==> src/rtl/kgp_seq_pkg.sv <==
`default_nettype none
// ============================================================================
// kgp_seq_pkg : shared state encodings and constants for the KGP-RISC sequencer
// Revision    : 1.0
// ============================================================================
package kgp_seq_pkg;

    typedef enum logic [2:0] {
        ST_IDLE   = 3'd0,
        ST_FETCH  = 3'd1,
        ST_DECODE = 3'd2,
        ST_EXEC   = 3'd3,
        ST_MEM    = 3'd4,
        ST_WB     = 3'd5,
        ST_HALT   = 3'd6,
        ST_FAULT  = 3'd7
    } seq_state_e;

    localparam int DEF_MEM_TIMEOUT = 255;
    localparam int RET_CNT_W       = 32;

endpackage
`default_nettype wire

==> src/rtl/seq_wait_timer.sv <==
`default_nettype none
// ============================================================================
// seq_wait_timer : memory-wait up-counter, flags expiry at MEM_TIMEOUT
// Revision       : 1.0
// ============================================================================
module seq_wait_timer
    import kgp_seq_pkg::*;
#(
    parameter int TMR_W       = 8,
    parameter int MEM_TIMEOUT = DEF_MEM_TIMEOUT
) (
    input  logic clk,
    input  logic reset,
    input  logic clr_i,
    input  logic en_i,
    output logic expired_o
);

    localparam logic [TMR_W-1:0] c_LIMIT = TMR_W'(MEM_TIMEOUT);

    logic [TMR_W-1:0] count_q;
    logic [TMR_W-1:0] count_d;

    always_comb begin
        count_d = count_q;
        if (clr_i) begin
            count_d = '0;
        end else if (en_i) begin
            count_d = count_q + TMR_W'(1);
        end
    end

    always_ff @(posedge clk or posedge reset) begin
        if (reset) begin
            count_q <= '0;
        end else begin
            count_q <= count_d;
        end
    end

    assign expired_o = (count_q == c_LIMIT);

endmodule
`default_nettype wire

==> src/rtl/instr_sequencer.sv <==
`default_nettype none
// ============================================================================
// instr_sequencer : multi-cycle fetch/decode/exec/mem/wb sequencer for KGP-RISC
// Option macro    : SEQ_RETIRE_CNT_EN adds the retired_cnt output
// Revision        : 1.0
// ============================================================================
module instr_sequencer
    import kgp_seq_pkg::*;
#(
    parameter int MEM_TIMEOUT = DEF_MEM_TIMEOUT,
    parameter int TMR_W       = 8
) (
    input  logic                 clk,
    input  logic                 reset,
    input  logic                 run,
    input  logic                 reg_write_i,
    input  logic                 mem_read_i,
    input  logic                 mem_write_i,
    input  logic                 halt_i,
    input  logic                 mem_ack,
    output logic                 mem_req,
    output logic                 mem_we,
    output logic                 mem_data_phase,
    output logic                 ir_load,
    output logic                 pc_write,
    output logic                 reg_write_en,
    output logic [2:0]           state_o,
    output logic                 halted,
`ifdef SEQ_RETIRE_CNT_EN
    output logic [RET_CNT_W-1:0] retired_cnt,
`endif
    output logic                 fault
);

    seq_state_e state_q;
    logic       mem_req_q;
    logic       mem_we_q;
    logic       mem_dp_q;
    logic       halted_q;
    logic       fault_q;

    logic       w_in_req;
    logic       w_expired;

    assign w_in_req = (state_q == ST_FETCH) || (state_q == ST_MEM);

    seq_wait_timer #(
        .TMR_W       (TMR_W),
        .MEM_TIMEOUT (MEM_TIMEOUT)
    ) u_wait_timer (
        .clk       (clk),
        .reset     (reset),
        .clr_i     (!w_in_req || mem_ack),
        .en_i      (w_in_req && !mem_ack),
        .expired_o (w_expired)
    );

    // mem_we is latched on MEM entry so it stays stable for the whole request
    always_ff @(posedge clk or posedge reset) begin
        if (reset) begin
            state_q   <= ST_IDLE;
            mem_req_q <= 1'b0;
            mem_we_q  <= 1'b0;
            mem_dp_q  <= 1'b0;
            halted_q  <= 1'b0;
            fault_q   <= 1'b0;
        end else begin
            case (state_q)
                ST_IDLE: begin
                    if (run) begin
                        state_q   <= ST_FETCH;
                        mem_req_q <= 1'b1;
                        mem_we_q  <= 1'b0;
                        mem_dp_q  <= 1'b0;
                    end
                end
                ST_FETCH: begin
                    if (mem_ack) begin
                        state_q   <= ST_DECODE;
                        mem_req_q <= 1'b0;
                    end else if (w_expired) begin
                        state_q   <= ST_FAULT;
                        mem_req_q <= 1'b0;
                        fault_q   <= 1'b1;
                    end
                end
                ST_DECODE: begin
                    if (halt_i) begin
                        state_q  <= ST_HALT;
                        halted_q <= 1'b1;
                    end else begin
                        state_q  <= ST_EXEC;
                    end
                end
                ST_EXEC: begin
                    if (mem_read_i && mem_write_i) begin
                        state_q <= ST_FAULT;
                        fault_q <= 1'b1;
                    end else if (mem_read_i || mem_write_i) begin
                        state_q   <= ST_MEM;
                        mem_req_q <= 1'b1;
                        mem_dp_q  <= 1'b1;
                        mem_we_q  <= mem_write_i;
                    end else if (reg_write_i) begin
                        state_q <= ST_WB;
                    end else begin
                        state_q   <= run ? ST_FETCH : ST_IDLE;
                        mem_req_q <= run;
                    end
                end
                ST_MEM: begin
                    if (mem_ack) begin
                        mem_req_q <= 1'b0;
                        mem_we_q  <= 1'b0;
                        mem_dp_q  <= 1'b0;
                        if (mem_we_q) begin
                            state_q   <= run ? ST_FETCH : ST_IDLE;
                            mem_req_q <= run;
                        end else begin
                            state_q <= ST_WB;
                        end
                    end else if (w_expired) begin
                        state_q   <= ST_FAULT;
                        mem_req_q <= 1'b0;
                        mem_we_q  <= 1'b0;
                        mem_dp_q  <= 1'b0;
                        fault_q   <= 1'b1;
                    end
                end
                ST_WB: begin
                    state_q   <= run ? ST_FETCH : ST_IDLE;
                    mem_req_q <= run;
                end
                ST_HALT:  state_q <= ST_HALT;
                ST_FAULT: state_q <= ST_FAULT;
                default:  state_q <= ST_FAULT;
            endcase
        end
    end

    assign mem_req        = mem_req_q;
    assign mem_we         = mem_we_q;
    assign mem_data_phase = mem_dp_q;
    assign halted         = halted_q;
    assign fault          = fault_q;
    assign state_o        = state_q;

    assign ir_load      = (state_q == ST_FETCH) && mem_ack;
    assign reg_write_en = (state_q == ST_WB);
    assign pc_write     = (state_q == ST_WB)
                       || ((state_q == ST_MEM) && mem_ack && mem_we_q)
                       || ((state_q == ST_EXEC) && !mem_read_i && !mem_write_i && !reg_write_i);

`ifdef SEQ_RETIRE_CNT_EN
    logic [RET_CNT_W-1:0] retired_cnt_q;
    logic [RET_CNT_W-1:0] retired_cnt_d;

    // pc_write is never asserted in HALT/FAULT, so the count freezes there
    assign retired_cnt_d = retired_cnt_q + RET_CNT_W'(1);

    always_ff @(posedge clk or posedge reset) begin
        if (reset) begin
            retired_cnt_q <= '0;
        end else if (pc_write) begin
            retired_cnt_q <= retired_cnt_d;
        end
    end

    assign retired_cnt = retired_cnt_q;
`endif

endmodule
`default_nettype wire

==> config.mk <==
export PLATFORM = sky130hd
export DESIGN_NAME = instr_sequencer
export DESIGN_NICKNAME = d
export VERILOG_FILES = /design/src/rtl/kgp_seq_pkg.sv /design/src/rtl/seq_wait_timer.sv /design/src/rtl/instr_sequencer.sv
export SDC_FILE = /design/constraint.sdc
export NUM_CORES = 1
export LEC_CHECK = 0
export CORE_MARGIN = 8
export CORE_UTILIZATION = 42
export CTS_BUF_LIST = sky130_fd_sc_hd__clkbuf_8 sky130_fd_sc_hd__clkbuf_16
export CTS_CLUSTER_DIAMETER = 60
export CTS_CLUSTER_SIZE = 40
export DETAILED_ROUTE_END_ITERATION = 8
export PLACE_DENSITY = 0.8
export SETUP_SLACK_MARGIN = 0.3
export SYNTH_ARGS = -nofsm -noshare
export SYNTH_HDL_FRONTEND = slang
export SYNTH_SLANG_ARGS = --single-unit
==> constraint.sdc <==
create_clock -name clk -period 1.5 [get_ports clk]
set_input_delay 0.15 -clock clk [delete_from_list [all_inputs] [get_ports clk]]
set_output_delay 0.15 -clock clk [all_outputs]
set_load 0.02 [all_outputs]
==> metrics.txt, run 1 <==
Mapped Cells=113; sequential group share of total power=20.6%; GR Overflow Total=0; worst setup path class=reg -> reg; Hold WS=0.2469 ns; Synth area leaders=dfrtp_1 40%, nor2_1 4.1%, o21ai_0 4.0%; Place WS=-0.3774 ns; Clk pwr share=10.8%; CTS sink cnt=16; CTS root buf=clkbuf_8; Setup WS post-layout=-0.1721 ns; most frequent cells in the layout=31 x buf_4, 15 x buf_6, 14 x dfrtp_1, 7 x nand2_1; drt pass-1 iters=4; Final min period=1.672 ns; Synth Flop Type=dfrtp_1; worst min-delay path class=in -> async; detailed-route via count=1144; WP data required=1.63 ns; Layout area overhead=80.42%; commonest non-fill, non-tap cell in the layout=buf_4; Die X=64.88 um; clk_lat worst skew=0.24 ns; Post-DRT Antenna Nets=0; # IOs=19; H-tree lvl count=1; clk_skew=0.002039 ns; leakage power=0.7982 nW; Mapped Nets=122; register bit total from synthesis=16; switch share=39.75%; first-pass GRT wire length=5.202 mm; initial DRC count=65; P_int=0.001785 W; Yosys warning count=0; Worst EP arrival=1.80 ns; share of post-route cells with drive strength above 1=52.33%; CTS buffer count=3; Max Slew Vio Count=0; FP Rows=17; Routability Congestion=0.9085; DRC=0; final period utilization=111.5%; final hold vios=0; DIE HEIGHT=64.88 um; CTS tree=done; Comb pwr share=68.6%; synth unique cells=42; measured slew at the worst slew-check pin=0.3632 ns; max-cap violations=0; total core area=2233 um^2; final setup fails=9; input/output buffers=18; maximum vdd drop=1618 uV; Crit. End Element=flop; antenna violations before repair=0; Starting Density=44.93%; DPL Wire Length=2.105 mm; Post-synth ARST share=100.0%; syn avg cell area=8.880 um^2; Worst setup SP type=flop; final wirelength=3.762 mm; clk slew on worst S/H paths=0.06 ns; Post-synth EDFFs=0; gr usage total=15.45%; Rel. slew slack=75.40%; sequential share of the synthesized area=39.90%; Fmax=598.0 MHz; FF-to-FF setup slack=-0.17 ns; nets@finish=183; failing checks=setup timing; vias in the first global route=1093; Sw Pwr=0.001178 W; Synth top area share=39.90%; via-per-instance ratio=5.720; PD cells=1637 nW/um^2; die area=4209 um^2; wire per inst=18.81 um; Yosys top cell by area=dfrtp_1; hold_buf cts=0; largest net degree at the start of global routing=17; unrepaired setup endpoints after global routing=true; outcome=complete, but fails checks; crit path max fanout=6; Max Buffers Root-to-Sink=2; antenna cell count=0; Post-Syn Area=1003 um^2
layer usage:
metal	share of wire, %	wire length [um]	vias up	global-route usage [%]
met2	50	1897	63	27.58
li1	-	-	519	-
met3	6.3	238	25	3.608
met4	6.0	227	0	7.357
met1	37	1400	537	16.80
met5	0	0	-	0
through the flow:
stage / instance area [um^2] / TNS, ns / power (W) / utilization, % / instances
floorplan: 1040 / -0.1905 / 0.001391 / - / 113
global placement: 1421 / -1.853 / 0.001966 / 63.64 / 181
detailed placement: 1421 / -2.318 / 0.001980 / 63.64 / 181
CTS: 1634 / -0.2720 / 0.002569 / 73.17 / 190
global route: 1810 / -1.164 / 0.003073 / 81.06 / 200
finish: 1810 / -0.6617 / 0.002963 / 81.06 / 200
flip-flops by register name (all words and copies together), names as in the netlist:
name                  flops
mem_we                    1
halted                    1
fault                     1
mem_req                   1
mem_data_phase            1
state_o                   3
u_wait_timer.count_q      8
kinds of logic after synthesis:
logic type / Yosys count / share of synthesized area (%)
compound gates: 27 / 18.08
xor+xnor: 7 / 6.110
fa+ha+maj: 1 / 1.247
buf+inv: 12 / 5.734
flops: 16 / 39.90
mux: 2 / 2.120
simple gates: 48 / 26.81
power by group through the flow:
stage	combinational (W)	sequential, W	clock [W]
after floorplan	0.000657	0.000734	0
after global placement	0.00136	0.000607	0
after detailed placement	0.00137	0.000613	0
after CTS	0.00164	0.000601	0.000323
after global routing	0.00212	0.000617	0.000333
final	0.00203	0.000611	0.000319
worst max-delay path: stages (launching register included):
cell     delay, ns
dfrtp_1       0.40
buf_6         0.14
or4b_4        0.51
o22ai_4       0.19
mux2_4        0.32
cell type report:
| cell class | count | area, um^2 |
|---|---|---|
| Sequential cell | 16 | 402.9 |
| Inverter | 4 | 15.01 |
| Clock buffer | 3 | 41.29 |
| Multi-Input combinational cell | 85 | 724.4 |
| Fill cell | 125 | 422.9 |
| Tap cell | 28 | 35.03 |
| Timing Repair Buffer | 64 | 591.8 |
worst paths after layout:
kind / cells past startpoint / start / end
worst min register to register: 1 / fault$_DFFE_PP0P_ / fault$_DFFE_PP0P_
min in group clk: 1 / fault$_DFFE_PP0P_ / fault$_DFFE_PP0P_
worst max-delay path: 4 / state_o[1]$_DFFE_PP0P_ / mem_we$_DFFE_PP0P_
max in group asynchronous: 3 / reset / state_o[2]$_DFFE_PP0P_
worst max register to register: 4 / state_o[1]$_DFFE_PP0P_ / mem_we$_DFFE_PP0P_
worst min-delay path: 3 / reset / u_wait_timer.count_q[5]$_DFF_PP0_
synthesized netlist by cell type, drive strengths merged, types with 3 or more instances:
library cell,count
nand2,8
nor2,11
inv,4
and2,3
xor2,4
o21ai,11
nor3,6
dfrtp,16
nand2b,4
and3,3
clkbuf,4
or3,3
nor2b,3
xnor2,3
buf,4
what timing repair did:
action / 4_1_cts / 5_1_grt
gates resized for setup: 59 / 25
buffers inserted: 6 / 10
endpoints found under the setup margin: 26 / 20
hold endpoints to repair: 0 / 0
pin swaps: 7 / 11
Power figures use the tool's default switching activity.
==> inputs of run 2 (changes only) <==
CORE_UTILIZATION = 40   (was 42)
PLACE_DENSITY = 0.77   (was 0.8)
==> metrics.txt, run 2 (synthesis gave the netlist of run 1 again) <==
CP bufs+invs=1; most frequent cells in the layout=35 x buf_4, 14 x dfrtp_1, 7 x nand2_1, 7 x clkdlybuf4s50_1; final period utilization=112.4%; final setup fails=15; Final Non-Filler Cells=194; DPL Wire Length=2.082 mm; dpl cells=183; drt pass-1 iters=4; Final min period=1.685 ns; Worst setup SP type=flop; failing checks=setup timing; largest net degree at the start of global routing=17; # IOs=19; TNS Setup=-1.065 ns; leakage power=0.7177 nW; CTS buffer count=3; final wirelength=3.384 mm; commonest non-fill, non-tap cell in the layout=buf_4; wire per inst=17.44 um; nets@finish=174; max-cap violations=0; worst min-delay path class=in -> async; DRC=0; Rel. slew slack=73.87%; DIE HEIGHT=66.09 um; vias in the first global route=1133; clk slew on worst S/H paths=0.07 ns; Routability Congestion=0.8767; Max Buffers Root-to-Sink=2; H-tree lvl count=1; outcome=complete, but fails checks; Crit. End Element=flop; Post-DRT Antenna Nets=0; input/output buffers=18; area of the multi-input gates=648.1 um^2; Starting Density=41.26%; maximum vdd drop=1169 uV; unrepaired setup endpoints after global routing=true; Place WS=-0.4583 ns; Worst EP arrival=1.82 ns; worst setup path class=reg -> reg; Worst path slowest cell=or4b_4; detailed-route via count=1067; final hold vios=0; CTS tree=done; via-per-instance ratio=5.500; initial DRC count=49; Setup WS post-layout=-0.1854 ns; crit path max fanout=6; cell chain of the critical path=buf_6 -> or4b_4 -> o22ai_4 -> mux2_4; GR Overflow Total=0; antenna violations before repair=0; Reg area=402.9 um^2; Max Slew Vio Count=0; delay-heaviest family, CP=simple AND/OR/NAND/NOR gates; number of fill cells=191; CTS sink cnt=16; Fmax=593.3 MHz; share of post-route cells with drive strength above 1=45.12%; PD cells=1651 nW/um^2; Largest Register=u_wait_timer.count_q; first-pass GRT wire length=5.464 mm; gr usage total=16.24%; FP Rows=18; max reg flops=8; CP max stage delay=0.53 ns; clk_lat worst skew=0.25 ns; die area=4367 um^2; WP data required=1.64 ns; CTS root buf=clkbuf_8; antenna cell count=0; clk_skew=0.003605 ns; total core area=2432 um^2; overall power=0.002673 W; Die X=66.09 um; Layout area overhead=61.35%; measured slew at the worst slew-check pin=0.3890 ns; Hold WS=0.2006 ns
run 2: changes by cell type in the layout (fill, tap and decap cells not counted), sizes merged:
cell,change
clkdlybuf4s50,+1
dlygate4sd2,-2
clkbuf,+1
clkdlybuf4s15,-1
buf,-7
run 2: layer usage:
metal | track usage [%] | wire (um) | vias to the layer above
met2 | 27.02 | 1638 | 58
met4 | 7.200 | 123 | 0
met3 | 3.898 | 272 | 12
li1 | - | - | 498
met1 | 19.25 | 1348 | 499
met5 | 0 | 0 | -
run 2: layout make-up:
cell class / instances / share of cell area (%)
multi-input combinational: 85 / 40.03
timing repair buffer: 55 / 28.44
sequential: 16 / 24.88
clock buffer: 4 / 3.400
tap: 30 / 2.318
inverter: 4 / 0.9274
run 2: where the power goes:
group | internal [W] | switching, W | leakage, nW
clock network | 0.000233 | 0.000163 | 0.0288
registers | 0.000535 | 0.0000761 | 0.201
logic | 0.000838 | 0.000828 | 0.488
total | 0.00161 | 0.00107 | 0.718
run 2: repair_timing:
action / 4_1_cts / 5_1_grt
resized for setup: 56 / 4
pin swaps: 6 / 2
endpoints found under the hold margin: 0 / 0
setup buffers: 6 / 1
hold buffers: 0 / 0
endpoints found under the setup margin: 26 / 20
run 2: worst register-to-register path: cells and delay by family (launching register included):
kind / cells / cell delay, ns
multiplexers: 1 / 0.33
AND/OR/NAND/NOR: 1 / 0.53
buffers and inverters: 1 / 0.14
AO/OA/AOI/OAI: 1 / 0.20
flip-flops: 1 / 0.39
run 2: final timing paths:
check                                            from                    endpoint  slack (ns)  cells after the start
min in group clk           mem_data_phase$_DFFE_PP0P_  mem_data_phase$_DFFE_PP0P_        0.47                      1
hold / removal                                  reset  mem_data_phase$_DFFE_PP0P_        0.20                      3
hold reg to reg            mem_data_phase$_DFFE_PP0P_  mem_data_phase$_DFFE_PP0P_        0.47                      1
setup / recovery               state_o[1]$_DFFE_PP0P_          mem_we$_DFFE_PP0P_       -0.19                      4
setup reg to reg               state_o[1]$_DFFE_PP0P_          mem_we$_DFFE_PP0P_       -0.19                      4
max in group asynchronous                       reset      state_o[2]$_DFFE_PP0P_        1.10                      3
run 2: metrics by stage:
step	utilization [%]	cell area, um^2
after global placement	58.54	1424
after CTS	65.59	1595
after detailed placement	58.54	1424
after floorplan	-	1040
final	66.56	1619
after global routing	66.56	1619
